File: src/rtl/hams_lane_fifo.sv
// hams_lane_fifo: multi-lane circular-buffer FIFO with occupancy status, sticky errors and FWFT/registered read modes
module hams_lane_fifo #(
    parameter int NUM_LANES    = 4,
    parameter int DATA_WIDTH   = 32,
    parameter int FIFO_DEPTH   = 8,
    parameter int AFULL_THRESH = FIFO_DEPTH - 2,
    parameter int FWFT         = 1
) (
    input  logic                                    clk,
    input  logic                                    rst,
    input  logic                                    push,
    input  logic [NUM_LANES*DATA_WIDTH-1:0]         push_data,
    input  logic                                    pop,
    output logic [NUM_LANES*DATA_WIDTH-1:0]         pop_data,
    output logic                                    pop_valid,
    output logic                                    empty,
    output logic                                    full,
    output logic                                    almost_full,
    output logic [$clog2(FIFO_DEPTH):0]             entries,
    output logic                                    overflow,
    output logic                                    underflow,
    input  logic                                    clear_err
);
    localparam int W  = NUM_LANES * DATA_WIDTH;
    localparam int AW = $clog2(FIFO_DEPTH);
    localparam int CW = AW + 1;
    localparam logic [CW-1:0] DEPTH_C = CW'(FIFO_DEPTH);
    localparam logic [CW-1:0] AF_C    = CW'(AFULL_THRESH);

    logic [W-1:0]  mem_q [FIFO_DEPTH];
    logic [AW-1:0] wr_ptr_q, wr_ptr_d, rd_ptr_q, rd_ptr_d;
    logic [CW-1:0] count_q, count_d;
    logic [W-1:0]  rdata_q, rdata_d;
    logic          rvalid_q, rvalid_d, ovf_q, ovf_d, udf_q, udf_d;
    logic          pop_ok, push_ok;

    // Accept decisions, pointer/occupancy next state and sticky error update (set beats clear)
    always_comb begin
        pop_ok   = pop && (count_q != '0);
        push_ok  = push && ((count_q != DEPTH_C) || pop_ok);
        wr_ptr_d = push_ok ? wr_ptr_q + AW'(1) : wr_ptr_q;
        rd_ptr_d = pop_ok ? rd_ptr_q + AW'(1) : rd_ptr_q;
        count_d  = (push_ok && !pop_ok) ? count_q + CW'(1) :
                   (pop_ok && !push_ok) ? count_q - CW'(1) : count_q;
        rdata_d  = pop_ok ? mem_q[rd_ptr_q] : rdata_q;
        rvalid_d = pop_ok;
        ovf_d    = (push && !push_ok) || (ovf_q && !clear_err);
        udf_d    = (pop && !pop_ok) || (udf_q && !clear_err);
    end

    // Control and read-register state; reset overrides every request
    always_ff @(posedge clk) begin
        if (rst) begin
            wr_ptr_q <= '0;
            rd_ptr_q <= '0;
            count_q  <= '0;
            rdata_q  <= '0;
            rvalid_q <= 1'b0;
            ovf_q    <= 1'b0;
            udf_q    <= 1'b0;
        end else begin
            wr_ptr_q <= wr_ptr_d;
            rd_ptr_q <= rd_ptr_d;
            count_q  <= count_d;
            rdata_q  <= rdata_d;
            rvalid_q <= rvalid_d;
            ovf_q    <= ovf_d;
            udf_q    <= udf_d;
        end
    end

    // Storage is not reset; contents are only reachable through the pointers
    always_ff @(posedge clk) begin
        if (!rst && push_ok) mem_q[wr_ptr_q] <= push_data;
    end

    // Status decoded from registered occupancy; read path chosen by mode
    always_comb begin
        empty       = (count_q == '0);
        full        = (count_q == DEPTH_C);
        almost_full = (count_q >= AF_C);
        entries     = count_q;
        overflow    = ovf_q;
        underflow   = udf_q;
        pop_valid   = (FWFT != 0) ? !empty : rvalid_q;
        pop_data    = (FWFT != 0) ? (empty ? '0 : mem_q[rd_ptr_q]) : rdata_q;
    end
endmodule

File: config.mk
export PLATFORM = sky130hd
export DESIGN_NAME = hams_lane_fifo
export DESIGN_NICKNAME = d
export VERILOG_FILES = /design/src/rtl/hams_lane_fifo.sv
export SDC_FILE = /design/constraint.sdc
export NUM_CORES = 1
export LEC_CHECK = 0
export CORE_MARGIN = 4
export CORE_UTILIZATION = 59
export DETAILED_ROUTE_END_ITERATION = 8
export PLACE_DENSITY = 0.92
export SLEW_MARGIN = 20
export SYNTH_ARGS = -nofsm -noshare
export SYNTH_HDL_FRONTEND = slang
export SYNTH_SLANG_ARGS = --single-unit
export TNS_END_PERCENT = 5
File: constraint.sdc
create_clock -name clk -period 22.7 [get_ports clk]
set_input_delay 4.54 -clock clk [delete_from_list [all_inputs] [get_ports clk]]
set_output_delay 4.54 -clock clk [all_outputs]
set_load 0.05 [all_outputs]
# --- After elaboration in Yosys (flattened, before gate mapping) ---
# Memory sizes are Yosys's and may differ from the RTL's. A register that Yosys moved wholly into a read port is not among the register bits.
# Index checks and enable logic that the tools add are counted.
word_totals:
  register_bits: 12
  latchBits: 0
  ramBits: 1024
  romBits: 0
  input_bits: 133
  word_cells: 40
  memories: 1
memory_table:
  columns: ["name", "depth", "width", "rd", "rd_ports_with_merged_regs", "write_ports", "line", "text"]
  rows:
  - ["mem_q", 8, 128, 1, 1, 1, "30", "logic [W-1:0] mem_q [FIFO_DEPTH];"]
classes:
  n_addsub: 4
  n_mul: 0
  div: 0
  order_cmp: 1
  eq_ne: 2
  shifts: 0
  muxes: 7
  bitwise: 0
  n_reduce_logical: 20
op_table:
  columns: ["op", "count"]
  rows:
  - ["$mux W128", 1]
  - ["$logic_and A1 B1 Y1", 9]
  - ["$mux W4", 2]
  - ["$add A3 B1 Y3 const B", 2]
  - ["$mux W3", 2]
  - ["$logic_not A1 Y1", 5]
  - ["$add A4 B1 Y4 const B", 1]
  - ["$eq A4 B4 Y1 const B", 1]
  - ["$ge A4 B3 Y1 const B", 1]
  - ["$logic_not A4 Y1", 1]
  - ["$ne A4 B4 Y1 const B", 1]
  - ["$reduce_bool A4 Y1", 1]
  - ["$sub A4 B1 Y4 const B", 1]
  - ["$logic_or A1 B1 Y1", 3]
  - ["$mux W1", 2]
  - ["$reduce_bool A2 Y1", 1]

# --- Longest topological paths before layout ---
# Gate-level depths: netlist of the first run.
logic_depth:
  depth_word: 8
  depth_mapped: 10

# --- Worst setup path after synthesis of the first run ---
# OpenSTA, ideal clock, no wires.
synth_timing:
  kind: "in2reg"
  from: "input port rst"
  to: "memory mem_q[0][0] (netlist name) (enable)"
  setup_ns: 0.973
  t_arrival_ns: 17.997
  required_ns: 21.727
  slack_ns: 3.730
  cell_stages: 3
  path_cell_list: "clkbuf_1 > nor2_1 > nor4b_1"
synth_between:
  elab_chain_cells: 4
synth_rtl:
  columns: ["item", "line", "text"]
  rows:
  - ["start: declaration", "10", "input logic rst,"]
  - ["$logic_not A1 Y1", "74", "if (!rst && push_ok) mem_q[wr_ptr_q] <= push_data;"]
  - ["$logic_and A1 B1 Y1", "74", null]
  - ["$mux W1", "74", null]
  - ["$mux W1 (not written as such)", "74", null]
  - ["end: declaration", "30", null]
# Every way passes these cells.

==> results.py, run 1 <==
metrics = {
    "flow_run": {
        "drv_cap": 0,
    },
    "critical_path": {
        "endpoint_kind": "output pin",
        "critPathArrivalTime_ns": 4.92,
        "cp-start-kind": "flip-flop",
        "rr_worst_depth": 6,
        "crit_type": "reg2out",
        "critPathRequiredTime_ns": 18.16,
        "r2r-start": "entries[0]",
        "worst_r2r_endpoint": "mem_q[7][61]",
        "cp_max_fo": 72,
        "rrSetupSlack_ns": 19.49,
    },
    "route": {
        "antenna_left": 0,
        "drcViolationCount": 0,
        "vias_per_cell": 6.349,
        "routed_wl_mm": 86.98,
        "dr_total_vias": 18844,
        "drt_pass1_iterations": 5,
        "detail_route.wl_per_cell_microns": 29.30,
        "drtIter0Drc": 2101,
    },
    "cells_and_area": {
        "nets": 2152,
        "postLayoutCoreUtil": 0.7005,
        "fill_cells": 3669,
        "syn_to_final_growth_pct": 16.75,
        "seq_area_sq_mm": 0.03106,
        "drive_above_1_share": 0.2140,
        "mostFrequentLayoutCell": "edfxtp_1",
        "final_cells": 2968,
        "multi_input_area_sq_mm": 0.007998,
        "layout_common_cells": "edfxtp_1, clkdlybuf4s50_1, mux4_2",
    },
    "clocking": {
        "tritoncts": "yes",
        "clk_path_buf_depth": 3,
        "cts_resized": 0,
        "clk_pin_slew_worst_paths_ns": 0.06,
        "postCtsSetupRepairBufs": 0,
        "numCtsBuffers": 99,
        "cts.sinks": 1039,
        "worstSkewPairLatency_ns": 0.66,
        "cts.htree.levels": 3,
        "root_buffer": "clkbuf_16",
        "hold_buffers": 0,
    },
    "sta": {
        "tightest_slew_ns": 1.142,
        "hold_viol": 0,
        "clock_skew_ns": 0.02566,
        "setup_viol": 0,
        "rsz0062_at_grt": "no",
        "maxSlewViolCount": 0,
        "fmaxAchievable_mhz": 105.7,
        "final.min_clock_period_ns": 9.459,
        "relSlewSlack": 0.2384,
        "min_period_over_period": 0.4167,
        "finalSetupTns_ns": 0,
        "worst_slack_ns": 13.24,
    },
    "yosys": {
        "async_flop_share": 0,
        "yosysUniqueCellTypes": 38,
        "syn-num-nets": 1847,
        "synth_cells": 1708,
        "synth-seq-cells": 1039,
        "seq_area_frac_synth": 0.7801,
        "ys.flop_type": "edfxtp_1",
        "syn_area_per_cell_sq_um": 23.30,
        "yosys_warnings": 0,
        "synth_area_sq_mm": 0.03980,
        "synth_edf_count": 1024,
    },
    "place": {
        "place.gp.congestion": 0.7135,
        "placed_cells": 2775,
        "dp_hpwl_mm": 43.62,
        "dp_slack_ns": 13.69,
        "io_buffers": 270,
    },
    "global_routing": {
        "grt_max_degree": 129,
        "antenna_found_initial": 16,
        "overflow": 0,
        "grt_pass1_wl_mm": 129.6,
        "grt_usage": 0.2452,
        "grt_pass1_vias": 20051,
    },
    "power": {
        "power.leakage_nw": 14.18,
        "power.density_mw_per_mm2": 120.2,
        "p_total_w": 0.005583,
        "ir_worst_vdd_uv": 117.6,
    },
    "floorplan": {
        "core_sq_mm": 0.06633,
        "start_util": 0.6000,
        "die_w_microns": 267.7,
        "io-pin-count": 271,
        "row_count": 94,
        "die-area_sq_mm": 0.07168,
        "die_y_microns": 267.7,
    },
    "min_path": {
        "hold_depth": 2,
        "hp-class": "reg2reg",
        "hold_start": "rd_ptr_q[1]",
    },
    "outcome": {
        "status": "complete, no violations",
    },
}
layer usage:
layer | vias to the layer above | GRT usage | wire [microns] | share of wire
met5 | - | 0 | 131 | 0.0015
met4 | 20 | 0.08053 | 2400 | 0.028
met3 | 174 | 0.05493 | 7250 | 0.083
met2 | 972 | 0.4202 | 45580 | 0.52
met1 | 9902 | 0.3187 | 31620 | 0.36
li1 | 7776 | - | - | -
power breakdown:
group	switching (W)	total [W]	leakage (nW)	internal [W]
logic	0.00105	0.00171	3.20	0.000659
clock network	0.000703	0.00167	1.61	0.000966
registers	0.0000478	0.00221	9.37	0.00216
total	0.00180	0.00558	14.2	0.00378
state kept, by name (all words and copies together), names as in the netlist, named ones only:
register   cells
mem_q       1024
entries        4
rd_ptr_q       3
wr_ptr_q       3
overflow       1
underflow      1
kinds of logic after synthesis:
logic type,share of synthesized area
flip-flops,0.7801
multiplexers,0.1776
AND/OR/NAND/NOR,0.01694
buffers and inverters,0.02015
AO/OA/AOI/OAI,0.002012
adder cells (fa/ha/maj),0.002075
XOR/XNOR,0.001100
through the flow:
| step | hold slack (ns) | area, sq um |
|---|---|---|
| 2_1_floorplan | 0.4541 | 39800 |
| 3_3_place_gp | 0.4620 | 43100 |
| 3_5_place_dp | 0.4758 | 43100 |
| 4_1_cts | 0.5013 | 46410 |
| 5_1_grt | 0.5596 | 46450 |
| 6_report | 0.5168 | 46470 |
critical path, stage by stage, from the launching register on:
cell and delay, ns:
dfxtp_4 0.79, buf_4 0.86, buf_4 0.90, mux4_2 0.36, mux2i_1 0.08, nor2_1 0.31
clkdlybuf4s50_1 0.90
worst max path at each step:
| stage | start | to | slack, ns | depth (start not counted) |
|---|---|---|---|---|
| CTS | flip-flop | pop_data[19] | 12.91 | 6 |
| global route | flip-flop | pop_data[19] | 12.96 | 6 |
| detailed placement | flip-flop | pop_data[27] | 13.69 | 6 |
| global placement | flip-flop | pop_data[27] | 13.79 | 6 |
| finish | flip-flop | pop_data[2] | 13.24 | 6 |
| floorplan | rst | mem_q[0][0] | 3.73 | 3 |
synthesized netlist by cell type (2+ instances only):
library cell / instances / area share
buf_1: 10 / 0.00094
buf_2: 29 / 0.0036
dfxtp_1: 15 / 0.0075
xor2_1: 4 / 0.00088
buf_4: 3 / 0.00057
nor2_1: 144 / 0.014
mux2i_1: 129 / 0.032
nand2_1: 6 / 0.00057
edfxtp_1: 1024 / 0.77
nor3_1: 3 / 0.00038
inv_1: 2 / 0.00019
nor4_1: 2 / 0.00031
buf_12: 11 / 0.0055
ha_1: 5 / 0.0016
nor2b_1: 3 / 0.00047
mux4_2: 256 / 0.14
a21oi_1: 6 / 0.00075
clkbuf_1: 7 / 0.00066
buf_6: 28 / 0.0079
nand3_1: 3 / 0.00038
cell type report:
class	count	share of cell area
tap	864	0.02326
multi-input combinational	576	0.1721
clock inverter	61	0.01551
inverter	4	0.0004308
timing repair buffer	293	0.06400
antenna	11	0.0005924
clock buffer	120	0.05566
sequential	1039	0.6684
No activity file was read; power rests on OpenSTA's default activity.
==> run 2: changes to the inputs <==
- clock period: 22.7 -> 9.5 ns (I/O delays scaled with it)
==> run 2 against run 1 <==
  * Sequential share of layout area about the same
  * Design area hardly changed
  * Count of clock-buffer cells in the layout grew 8
  * First-iteration DRC count shrank 4.6%
  * Critical endpoint is now pop_data[91]
  * Highest routed layer unchanged
==> results.py, run 2 (synthesized netlist as in run 1, its figures left out) <==
metrics = {
    "cells_and_area": {
        "fill_cells": 3679,
        "mostFrequentLayoutCell": "edfxtp_1",
        "multi_input_area_sq_mm": 0.008030,
        "layout_common_cells": "edfxtp_1, clkdlybuf4s50_1, mux4_2",
        "syn_to_final_growth_pct": 16.69,
        "seq_area_sq_mm": 0.03106,
        "nets": 2148,
        "regMostFlops": "mem_q",
        "drive_above_1_share": 0.2033,
        "largest_reg_flops": 1024,
    },
    "floorplan": {
        "core_sq_mm": 0.06633,
        "io-pin-count": 271,
        "die-area_sq_mm": 0.07168,
        "die_y_microns": 267.7,
        "row_count": 94,
        "die_w_microns": 267.7,
        "start_util": 0.6000,
    },
    "critical_path": {
        "startpoint": "entries[0]",
        "critPathArrivalTime_ns": 3.94,
        "r2r-start": "entries[0]",
        "endpoint_kind": "output pin",
        "critPathRequiredTime_ns": 7.60,
        "cp_max_fo": 69,
        "crit_path_end": "pop_data[91]",
        "rr_worst_depth": 10,
        "crit_type": "reg2out",
        "rrSetupSlack_ns": 6.36,
        "worst_r2r_endpoint": "entries[3]",
        "cp-start-kind": "flip-flop",
    },
    "clocking": {
        "hold_buffers": 0,
        "clk_path_buf_depth": 3,
        "postCtsSetupRepairBufs": 0,
        "clk_pin_slew_worst_paths_ns": 0.06,
        "worstSkewPairLatency_ns": 0.65,
        "cts.sinks": 1039,
        "cts_resized": 0,
        "root_buffer": "clkbuf_16",
        "numCtsBuffers": 100,
        "cts.htree.levels": 3,
        "tritoncts": "yes",
    },
    "sta": {
        "clock_skew_ns": 0.01583,
        "fmaxAchievable_mhz": 171.2,
        "hold_viol": 0,
        "maxSlewViolCount": 0,
        "worst_slack_ns": 3.658,
        "final.min_clock_period_ns": 5.842,
        "setup_viol": 0,
        "rsz0062_at_grt": "no",
        "relSlewSlack": 0.2976,
        "tightest_slew_ns": 1.054,
        "min_period_over_period": 0.6150,
    },
    "global_routing": {
        "overflow": 0,
        "grt_pass1_wl_mm": 125.4,
        "grt_pass1_vias": 20078,
        "grt_max_degree": 129,
        "antenna_found_initial": 12,
        "grt_usage": 0.2359,
    },
    "route": {
        "drcViolationCount": 0,
        "dr_total_vias": 18430,
        "vias_per_cell": 6.218,
        "routed_wl_mm": 83.04,
        "drtIter0Drc": 2004,
        "antenna_left": 0,
        "detail_route.wl_per_cell_microns": 28.02,
        "drt_pass1_iterations": 7,
    },
    "flow_run": {
        "drv_cap": 0,
    },
    "place": {
        "io_buffers": 270,
        "dp_slack_ns": 4.346,
        "place.gp.congestion": 0.7545,
        "dp_hpwl_mm": 40.06,
    },
    "min_path": {
        "hold_depth": 2,
        "hp-class": "reg2reg",
    },
    "outcome": {
        "status": "complete, no violations",
    },
    "power": {
        "p_total_w": 0.01319,
        "power.leakage_nw": 14.11,
        "ir_worst_vdd_uv": 291.2,
        "power.density_mw_per_mm2": 284.1,
    },
}
==> run 2: cell types whose count changed in the layout (fill, tap and decap cells not counted), moves of 3 or more <==
cell       delta
clkbuf_8      -3
buf_12        +5
clkbuf_1      +9
buf_4        -10
clkinv_2     -11
clkinv_1     +12
bufinv_16     -4
==> run 2: layer usage <==
metal	vias to the layer above	routed length [microns]	track usage
met5	-	80	0
met4	12	2020	0.06775
met3	162	6330	0.05393
met2	826	44220	0.4097
met1	9670	30390	0.3052
li1	7760	-	-
==> run 2: metrics by stage <==
step                TNS [ns]  hold slack (ns)  utilization  area (sq um)  std cells
floorplan            -661.83           0.4541            -         39820       1708
global placement           0           0.4734       0.6505         43150       2769
detailed placement         0           0.5116       0.6505         43150       2769
CTS                        0           0.5231       0.6990         46360       2953
global route               0           0.5491       0.6999         46430       2958
finish                     0           0.5336       0.7001         46440       2964
==> run 2: worst max-delay path, cell delays in order, from the launching register on <==
cell	delay [ns]
dfxtp_1	0.39
or4_1	0.70
clkinv_4	0.51
buf_4	0.67
nor2_1	0.15
clkdlybuf4s50_1	0.78
==> run 2: where the power goes <==
group,total (W),internal [W],switching (W)
sequential,0.00522,0.00516,0.0000646
combinational,0.00410,0.00159,0.00251
clock,0.00388,0.00222,0.00166
total,0.0132,0.00896,0.00423
==> run 2: worst min path at each step <==
stage / from / end
4_1_cts: rd_ptr_q[1] / flip-flop
6_report: rd_ptr_q[1] / flip-flop
3_5_place_dp: rd_ptr_q[1] / flip-flop
2_1_floorplan: rd_ptr_q[1] / flip-flop
5_1_grt: rd_ptr_q[1] / rd_ptr_q[1]
3_3_place_gp: rd_ptr_q[1] / flip-flop
==> run 2: area by class of cell <==
cell class | instances | area share
antenna | 9 | 0.0004849
clock buffer | 128 | 0.05660
clock inverter | 56 | 0.01255
inverter | 4 | 0.0004311
multi-input combinational | 576 | 0.1729
sequential | 1039 | 0.6688
tap | 864 | 0.02328
timing repair buffer | 288 | 0.06493
